--- config.mk ---
export PLATFORM = sky130hd
export DESIGN_NAME = tft_frame_scheduler
export DESIGN_NICKNAME = d
export VERILOG_FILES = /design/src/rtl/tft_frame_scheduler.sv
export SDC_FILE = /design/constraint.sdc
export NUM_CORES = 1
export LEC_CHECK = 0
export ABC_AREA = 0
export CORE_UTILIZATION = 50
export DETAILED_ROUTE_END_ITERATION = 6
export GPL_ROUTABILITY_DRIVEN = 0
export GPL_TIMING_DRIVEN = 0
export PLACE_DENSITY = 0.79
export SYNTH_ARGS = -nofsm -noshare
export SYNTH_HDL_FRONTEND = slang
export SYNTH_SLANG_ARGS = --single-unit
--- constraint.sdc ---
create_clock -name clk -period 5.7 [get_ports clk]
set_input_delay 0.57 -clock clk [delete_from_list [all_inputs] [get_ports clk]]
set_output_delay 0.57 -clock clk [all_outputs]
set_load 0.02 [all_outputs]
--- src/rtl/tft_frame_scheduler.sv ---
// TFT bus owner after panel init: sends the CASET/PASET/RAMWR window itself, then
// hands the byte bus to the scene painter or the 32x32 tile painter.
module tft_frame_scheduler #(
  parameter int SCREEN_W = 320,
  parameter int SCREEN_H = 480,
  parameter int TILE_SZ  = 32,
  parameter int TILES_X  = 10,
  parameter int TILES_Y  = 15
) (
  input  logic       clk,
  input  logic       rst_n,
  input  logic       init_done,
  input  logic       redraw_req,
  input  logic       tile_req,
  input  logic [3:0] tile_x,
  input  logic [3:0] tile_y,
  output logic       tile_ack,
  output logic       tile_err,
  input  logic       tft_busy,
  input  logic       scene_dc,
  input  logic [7:0] scene_data,
  input  logic       scene_transmit,
  input  logic       scene_busy,
  output logic       scene_rst,
  output logic       scene_enable,
  input  logic       tile_dc,
  input  logic [7:0] tile_data,
  input  logic       tile_transmit,
  input  logic       tile_busy,
  output logic       tile_enable,
  output logic       tft_dc,
  output logic [7:0] tft_data,
  output logic       tft_transmit,
  output logic       frame_busy
);

  typedef enum logic [2:0] {
    WAIT_INIT = 3'd0,
    IDLE      = 3'd1,
    CMD       = 3'd2,
    LOAD      = 3'd3,
    RUN       = 3'd4
  } state_t;

  localparam logic [3:0]  TX_LIM  = 4'(TILES_X);
  localparam logic [3:0]  TY_LIM  = 4'(TILES_Y);
  localparam logic [15:0] TILE_W  = 16'(TILE_SZ);
  localparam logic [15:0] FULL_XE = 16'(SCREEN_W - 1);
  localparam logic [15:0] FULL_YE = 16'(SCREEN_H - 1);
  localparam logic [3:0]  CMD_LEN = 4'd11;

  state_t      state_r, state_n;
  logic        redraw_pend_r, slot_full_r, grant_tile_r, run_seen_r;
  logic [3:0]  slot_x_r, slot_y_r, idx_r;
  logic [15:0] xs_r, xe_r, ys_r, ye_r;
  logic        dc_r, transmit_r, scene_rst_r, scene_enable_r, tile_enable_r;
  logic        tile_ack_r, tile_err_r;
  logic [7:0]  data_r;
  logic        issue_s, done_s, grant_full_s, grant_tile_s, accept_s, gbusy_s;
  logic [8:0]  cmd_byte_s;

  // {dc, byte} for each position of the address-window command set
  function automatic logic [8:0] cmd_byte(input logic [3:0] i, input logic [15:0] xs,
                                          input logic [15:0] xe, input logic [15:0] ys,
                                          input logic [15:0] ye);
    case (i)
      4'd0:    cmd_byte = {1'b0, 8'h2A};
      4'd1:    cmd_byte = {1'b1, xs[15:8]};
      4'd2:    cmd_byte = {1'b1, xs[7:0]};
      4'd3:    cmd_byte = {1'b1, xe[15:8]};
      4'd4:    cmd_byte = {1'b1, xe[7:0]};
      4'd5:    cmd_byte = {1'b0, 8'h2B};
      4'd6:    cmd_byte = {1'b1, ys[15:8]};
      4'd7:    cmd_byte = {1'b1, ys[7:0]};
      4'd8:    cmd_byte = {1'b1, ye[15:8]};
      4'd9:    cmd_byte = {1'b1, ye[7:0]};
      4'd10:   cmd_byte = {1'b0, 8'h2C};
      default: cmd_byte = {1'b0, 8'h00};
    endcase
  endfunction

  assign gbusy_s    = grant_tile_r ? tile_busy : scene_busy;
  assign cmd_byte_s = cmd_byte(idx_r, xs_r, xe_r, ys_r, ye_r);
  assign accept_s   = tile_req && (state_r != WAIT_INIT) && !slot_full_r &&
                      (tile_x < TX_LIM) && (tile_y < TY_LIM);

  // Next-state and per-cycle control strobes
  always_comb begin
    state_n      = state_r;
    issue_s      = 1'b0;
    done_s       = 1'b0;
    grant_full_s = 1'b0;
    grant_tile_s = 1'b0;
    case (state_r)
      WAIT_INIT: begin
        if (init_done) state_n = IDLE;
        else           state_n = WAIT_INIT;
      end
      IDLE: begin
        if (redraw_pend_r) begin
          grant_full_s = 1'b1;
          state_n      = CMD;
        end else if (slot_full_r) begin
          grant_tile_s = 1'b1;
          state_n      = CMD;
        end else begin
          state_n = IDLE;
        end
      end
      CMD: begin
        // the last byte's strobe still belongs to CMD; LOAD follows it
        if (transmit_r) begin
          if (idx_r == CMD_LEN) state_n = LOAD;
          else                  state_n = CMD;
        end else if (!tft_busy && (idx_r < CMD_LEN)) begin
          issue_s = 1'b1;
        end else begin
          state_n = CMD;
        end
      end
      LOAD: state_n = RUN;
      RUN: begin
        if (run_seen_r && !gbusy_s) begin
          done_s  = 1'b1;
          state_n = IDLE;
        end else begin
          state_n = RUN;
        end
      end
      default: state_n = WAIT_INIT;
    endcase
  end

  // State register
  always_ff @(posedge clk) begin
    if (!rst_n) state_r <= WAIT_INIT;
    else        state_r <= state_n;
  end

  // Requests, tile slot, window latch and registered bus/control outputs
  always_ff @(posedge clk) begin
    if (!rst_n) begin
      redraw_pend_r  <= 1'b0;
      slot_full_r    <= 1'b0;
      slot_x_r       <= 4'd0;
      slot_y_r       <= 4'd0;
      grant_tile_r   <= 1'b0;
      run_seen_r     <= 1'b0;
      idx_r          <= 4'd0;
      xs_r           <= 16'd0;
      xe_r           <= 16'd0;
      ys_r           <= 16'd0;
      ye_r           <= 16'd0;
      dc_r           <= 1'b0;
      data_r         <= 8'd0;
      transmit_r     <= 1'b0;
      scene_rst_r    <= 1'b0;
      scene_enable_r <= 1'b0;
      tile_enable_r  <= 1'b0;
      tile_ack_r     <= 1'b0;
      tile_err_r     <= 1'b0;
    end else begin
      tile_ack_r <= accept_s;
      tile_err_r <= tile_req && !accept_s;
      if (accept_s) begin
        slot_full_r <= 1'b1;
        slot_x_r    <= tile_x;
        slot_y_r    <= tile_y;
      end else if (done_s && grant_tile_r) begin
        slot_full_r <= 1'b0;
      end

      // a pulse coinciding with the grant survives and earns another repaint
      if (redraw_req || ((state_r == WAIT_INIT) && init_done)) redraw_pend_r <= 1'b1;
      else if (grant_full_s)                                   redraw_pend_r <= 1'b0;

      if (grant_full_s) begin
        grant_tile_r <= 1'b0;
        idx_r        <= 4'd0;
        xs_r         <= 16'd0;
        xe_r         <= FULL_XE;
        ys_r         <= 16'd0;
        ye_r         <= FULL_YE;
      end else if (grant_tile_s) begin
        grant_tile_r <= 1'b1;
        idx_r        <= 4'd0;
        xs_r         <= 16'(slot_x_r) * TILE_W;
        xe_r         <= 16'(slot_x_r) * TILE_W + (TILE_W - 16'd1);
        ys_r         <= 16'(slot_y_r) * TILE_W;
        ye_r         <= 16'(slot_y_r) * TILE_W + (TILE_W - 16'd1);
      end else if (issue_s) begin
        idx_r <= idx_r + 4'd1;
      end

      transmit_r <= issue_s;
      if (issue_s) begin
        dc_r   <= cmd_byte_s[8];
        data_r <= cmd_byte_s[7:0];
      end

      run_seen_r     <= (state_r == RUN);
      scene_rst_r    <= (state_n == LOAD) && !grant_tile_r;
      scene_enable_r <= (state_n == RUN) && !grant_tile_r;
      tile_enable_r  <= (state_n == RUN) && grant_tile_r;
    end
  end

  assign tft_dc       = (state_r == RUN) ? (grant_tile_r ? tile_dc : scene_dc) : dc_r;
  assign tft_data     = (state_r == RUN) ? (grant_tile_r ? tile_data : scene_data) : data_r;
  assign tft_transmit = (state_r == RUN) ? (grant_tile_r ? tile_transmit : scene_transmit)
                                         : transmit_r;
  assign frame_busy   = (state_r == CMD) || (state_r == LOAD) || (state_r == RUN);
  assign scene_rst    = scene_rst_r;
  assign scene_enable = scene_enable_r;
  assign tile_enable  = tile_enable_r;
  assign tile_ack     = tile_ack_r;
  assign tile_err     = tile_err_r;

endmodule
==> results.cfg, run 1 <==
[clocking]
cts_setup_buffers = 0
cts_resized = 0
cts_buffers = 5
holdBufCountCts = 0
clock_path_buffers = 2
clk_latency_ps = 300
clock-root-buffer = clkbuf_8
cts.reportedPaths.clkPinSlew_ps = 90
cts_tree = done
clock-sinks = 48
htreeDepth = 2

[synth]
yosysTopAreaCell = dfxtp_1
ys.warnings.count = 0
synthDistinctLibCells = 45
syn-cell-area_sq_um = 2395
synthTopCellsByCount = 48 x dfxtp_1, 31 x nand2_1, 30 x nor2_1, 26 x o21ai_0, 24 x mux2i_1
ys_ff_latch = 48
ys_seq_area_frac = 0.4013
synth_cells = 290
synth-edff-count = 0
ys_async_sr_fraction = 0
synth.most_common_cell = dfxtp_1
syn-num-nets = 330
synthFlopType = dfxtp_1
synth_top_area_frac = 0.4013
synth.area.top_cells = dfxtp_1 40%, mux2i_1 10%, o21ai_0 5.4%
syn_area_per_cell_sq_um = 8.258

[critical_path]
critPathCaptureType = output pin
required_ps = 5130
crit_chain = buf_2, or3b_1, clkbuf_1, clkbuf_1, nand2_1, o21ai_0, clkdlybuf4s50_1
crit_arrival_ps = 2400
slowest_stage = clkdlybuf4s50_1
cp-start-kind = flop
critPathMostFrequentCell = clkbuf_1
path_max_fanout = 10
crit_family = buffers and inverters
ff2ff_setup_slack_ps = 3650
crit_type = reg2out
critPathBufInv = 4
slowest_delay_ps = 630

[timing]
hold_viol = 0
report.final.slew_viol_count = 0
tns_ps = 0
skew_ps = 5.176
slew_headroom = 0.5539
post-route-period-util = 0.5202
finalSetupViolCount = 0
worst_pin_slew_ps = 662.1
fmax_mhz = 337.2
period_minus_slack_ps = 2965
rsz0062_at_grt = false

[floorplan]
start_util = 0.5352
coreArea_sq_um = 4474
num_io_pins = 52
die_x_um = 71.21
dieHeight_um = 71.21
die_area_sq_um = 5070
row_count = 24

[route]
wl_per_cell_um = 13.55
num_vias = 2212
drcViolationCount = 9
post_drt_via_cell_ratio = 5.516
ant_nets = 0
drt_iter0_markers = 94
wl_mm = 5.435
dr.pass1.iters = 7

[global_route]
met3_usage = 0.04701
grt_usage = 0.2238
grt_util_met1 = 0.2714
grt_antenna_before_repair = 0
busiest_layer = met2
first_global_vias = 1960
grt_max_degree = 16
grt_pass1_wl_mm = 8.970
grtUsageMet2 = 0.3884
grt.overflow.total = 0

[run_status]
failed_checks = design-rule violations
status = finished, violations left

[power_and_ir_drop]
p_comb_frac = 0.140
cellLeakagePower_nw = 1.097
clockPowerShare = 0.309
switching_share = 0.2563
p_switching_mw = 0.1652
peakVddDrop_mv = 0.1589
pwr_density_cell_nw_per_um2 = 210.8
power_mw = 0.6447
seqPwrFrac = 0.551
p_int_mw = 0.4795

[finish]
nNetsFinal = 388
fillers = 409
area_delta_synth_final_pct = 27.69
drive_above_1_share = 0.06877
n_antenna_cell = 0

[place]
portBuffers = 51
dpl.hpwl_mm = 4.130

[run]
cap_violations = 0

[min_path]
hp-class = reg2reg
-- logic make-up after synthesis --
family | share of synthesized area
buffers and inverters | 0.06740
AOI/OAI and AO/OA | 0.1677
adders and majority gates | 0.02090
xor gates and xnor gates | 0.007316
DFF | 0.4013
muxes | 0.1003
and+or+nand+nor | 0.2351
-- power by group through the flow --
stage	Combinational (mW)	Sequential, mW	Clock [mW]
3_5_place_dp	0.0902	0.363	0
6_report	0.0901	0.355	0.199
5_1_grt	0.0986	0.356	0.213
3_3_place_gp	0.0888	0.363	0
4_1_cts	0.0906	0.355	0.201
2_1_floorplan	0.0465	0.362	0
-- cell type report --
cell class / count / area, sq um / share of cell area
Clock inverter: 3 / 18.77 / 0.006137
Clock buffer: 5 / 68.82 / 0.02250
Sequential cell: 48 / 960.9 / 0.3142
Buffer: 23 / 127.6 / 0.04173
Tap cell: 52 / 65.06 / 0.02128
Inverter: 9 / 33.78 / 0.01105
Multi-Input combinational cell: 210 / 1272 / 0.4161
Timing Repair Buffer: 51 / 510.5 / 0.1669
-- tightest hold or removal path, cell delays in order (launching register included) --
cell and delay, ps:
dfxtp_1 320, nand2_1 50, a21oi_1 50
-- worst paths after layout --
path                  to       start  cells past startpoint
max          tft_data[2]  state_r[0]                      7
min            data_r[0]   data_r[0]                      2
max reg2reg    data_r[6]    idx_r[0]                      8
min reg2reg    data_r[0]   data_r[0]                      2
-- placed cells by master (no fill, tap or decap), drive strengths merged, types with 12 or more instances in the layout --
master         count
dfxtp             48
clkdlybuf4s50     51
buf               12
nand3             14
nand2             31
mux2i             24
nor2              30
o21ai             27
clkbuf            16
a21oi             20
-- layer usage --
metal  share of wire  vias to the layer above
li1                -                     1138
met3           0.066                        9
met4           0.014                        0
met2            0.46                       67
met5               0                        -
met1            0.46                      998
-- registers in the layout (all words and copies together), names as in the netlist, 3 cells and up --
register,count
data_r,8
ye_r,3
slot_y_r,4
xe_r,3
xs_r,4
ys_r,4
slot_x_r,4
idx_r,4
state_r,3
-- through the flow --
| step | hold WS [ps] | instance area (sq um) | setup slack, ps | std cells | utilization |
|---|---|---|---|---|---|
| detailed placement | 450.5 | 2970 | 3081 | 393 | 0.6639 |
| CTS | 461.8 | 3058 | 2740 | 401 | 0.6834 |
| floorplan | 432.2 | 2395 | 3513 | 290 | - |
| finish | 462.4 | 3058 | 2735 | 401 | 0.6834 |
| global placement | 440.8 | 2970 | 3074 | 393 | 0.6639 |
| global route | 490.1 | 3058 | 2580 | 401 | 0.6834 |
Power figures use the tool's default switching activity.
==> run 2, diff against run 1 <==
- clock period: 5.7 -> 2.8 ns (I/O delays scaled with it)
==> results.cfg, run 2 (synthesis results as in run 1) <==
[finish]
drive_above_1_share = 0.07163
largest_reg_flops = 8
fillers = 408
final_cell_mix = 51 x clkdlybuf4s50_1, 48 x dfxtp_1, 31 x nand2_1, 30 x nor2_1, 26 x o21ai_0
nNetsFinal = 388
regMostFlops = data_r
area_delta_synth_final_pct = 27.74
n_antenna_cell = 0
final_common_cell = clkdlybuf4s50_1

[critical_path]
crit_family = buffers and inverters
crit_arrival_ps = 2390
slowest_stage = clkdlybuf4s50_1
slowest_delay_ps = 630
path_depth = 6
crit_type = reg2out
path_max_fanout = 10
cp-start-kind = flop
critPathMostFrequentCell = clkbuf_1
critPathCaptureType = output pin
required_ps = 2520
critPathBufInv = 4
crit_chain = buf_2, or3b_1, clkbuf_1, clkbuf_1, o21ai_0, clkdlybuf4s50_1
r2r_cells = 8
ff2ff_setup_slack_ps = 750

[timing]
post-route-period-util = 0.9523
skew_ps = 6.082
period_minus_slack_ps = 2666
finalSetupViolCount = 0
hold_viol = 0
slew_headroom = 0.5521
worst_pin_slew_ps = 664.9
fmax_mhz = 375.0
tns_ps = 0
report.final.slew_viol_count = 0

[clocking]
cts_tree = done
holdBufCountCts = 0
clock_path_buffers = 2
cts_setup_buffers = 0
cts.reportedPaths.clkPinSlew_ps = 90
clk_latency_ps = 300
htreeDepth = 2
clock-sinks = 48
clock-root-buffer = clkbuf_8
cts_buffers = 5

[route]
ant_nets = 0
wl_per_cell_um = 13.59
dr.pass1.iters = 7
drcViolationCount = 9
drt_iter0_markers = 93
post_drt_via_cell_ratio = 5.534
wl_mm = 5.451
num_vias = 2219

[floorplan]
coreArea_sq_um = 4474
die_area_sq_um = 5070
row_count = 24
die_x_um = 71.21
start_util = 0.5352
num_io_pins = 52
dieHeight_um = 71.21

[run]
cap_violations = 0

[power_and_ir_drop]
p_switching_mw = 0.3370
power_mw = 1.313
cellLeakagePower_nw = 1.099
seqPwrFrac = 0.551
p_int_mw = 0.9762
peakVddDrop_mv = 0.3235
switching_share = 0.2566
p_comb_frac = 0.140
pwr_density_cell_nw_per_um2 = 429.3
clockPowerShare = 0.309

[place]
portBuffers = 51
dpl.hpwl_mm = 4.130

[global_route]
grt.overflow.total = 0
first_global_vias = 1960
grt_max_degree = 16
grt_usage = 0.2238
grt_pass1_wl_mm = 8.970
grt_antenna_before_repair = 0

[run_status]
failed_checks = design-rule violations
status = finished, violations left

[min_path]
hp-class = reg2reg
whs_path_depth = 2
run 2: worst reg2reg max path, cell delays in order (launching register included):
cell	delay, ps
dfxtp_1	430
inv_1	90
ha_1	200
clkbuf_1	210
or4_1	450
and4_1	230
buf_6	130
o31ai_1	80
a21oi_1	100
run 2: stage by stage:
stage               setup WS [ps]  hold WS, ps  instances  utilization  cell area [sq um]
finish                      133.5        461.5        401       0.6837               3059
CTS                         130.3        461.8        401       0.6834               3058
global route              -0.3737        490.1        401       0.6837               3059
detailed placement          471.1        450.5        393       0.6639               2970
floorplan                   903.3        403.8        290            -               2395
global placement            464.5        440.8        393       0.6639               2970
run 2: worst paths after layout:
kind	from	endpoint
min reg2reg	data_r[0]	data_r[0]
min	data_r[0]	data_r[0]
max	state_r[0]	tft_data[5]
max reg2reg	idx_r[0]	data_r[6]
run 2: per-layer routing:
metal,wire [um],part of all wire,GRT usage,vias to the layer above
li1,-,-,-,1136
met1,2455,0.45,0.2714,1011
met2,2545,0.47,0.3884,63
met3,371,0.068,0.04701,9
met4,78,0.014,0.08444,0
met5,0,0,0,-
run 2: timing repair:
action / 4_1_cts / 5_1_grt
hold endpoints to repair: 0 / 0
setup endpoints to repair: 0 / 4
gates resized for setup: 0 / 2
run 2: final cells by class:
| cell class | count | area (sq um) | area share |
|---|---|---|---|
| Sequential cell | 48 | 960.9 | 0.3141 |
| Buffer | 23 | 128.9 | 0.04213 |
| Timing Repair Buffer | 51 | 510.5 | 0.1669 |
| Tap cell | 52 | 65.06 | 0.02127 |
| Clock buffer | 5 | 68.82 | 0.02249 |
| Multi-Input combinational cell | 210 | 1272 | 0.4160 |
| Clock inverter | 3 | 18.77 | 0.006135 |
| Inverter | 9 | 33.78 | 0.01104 |
run 2: power by group through the flow:
stage | combinational [mW] | clock, mW | sequential (mW)
after floorplan | 0.0946 | 0 | 0.736
after global placement | 0.181 | 0 | 0.738
after detailed placement | 0.184 | 0 | 0.739
after CTS | 0.185 | 0.408 | 0.723
after global routing | 0.201 | 0.433 | 0.726
final | 0.183 | 0.406 | 0.724
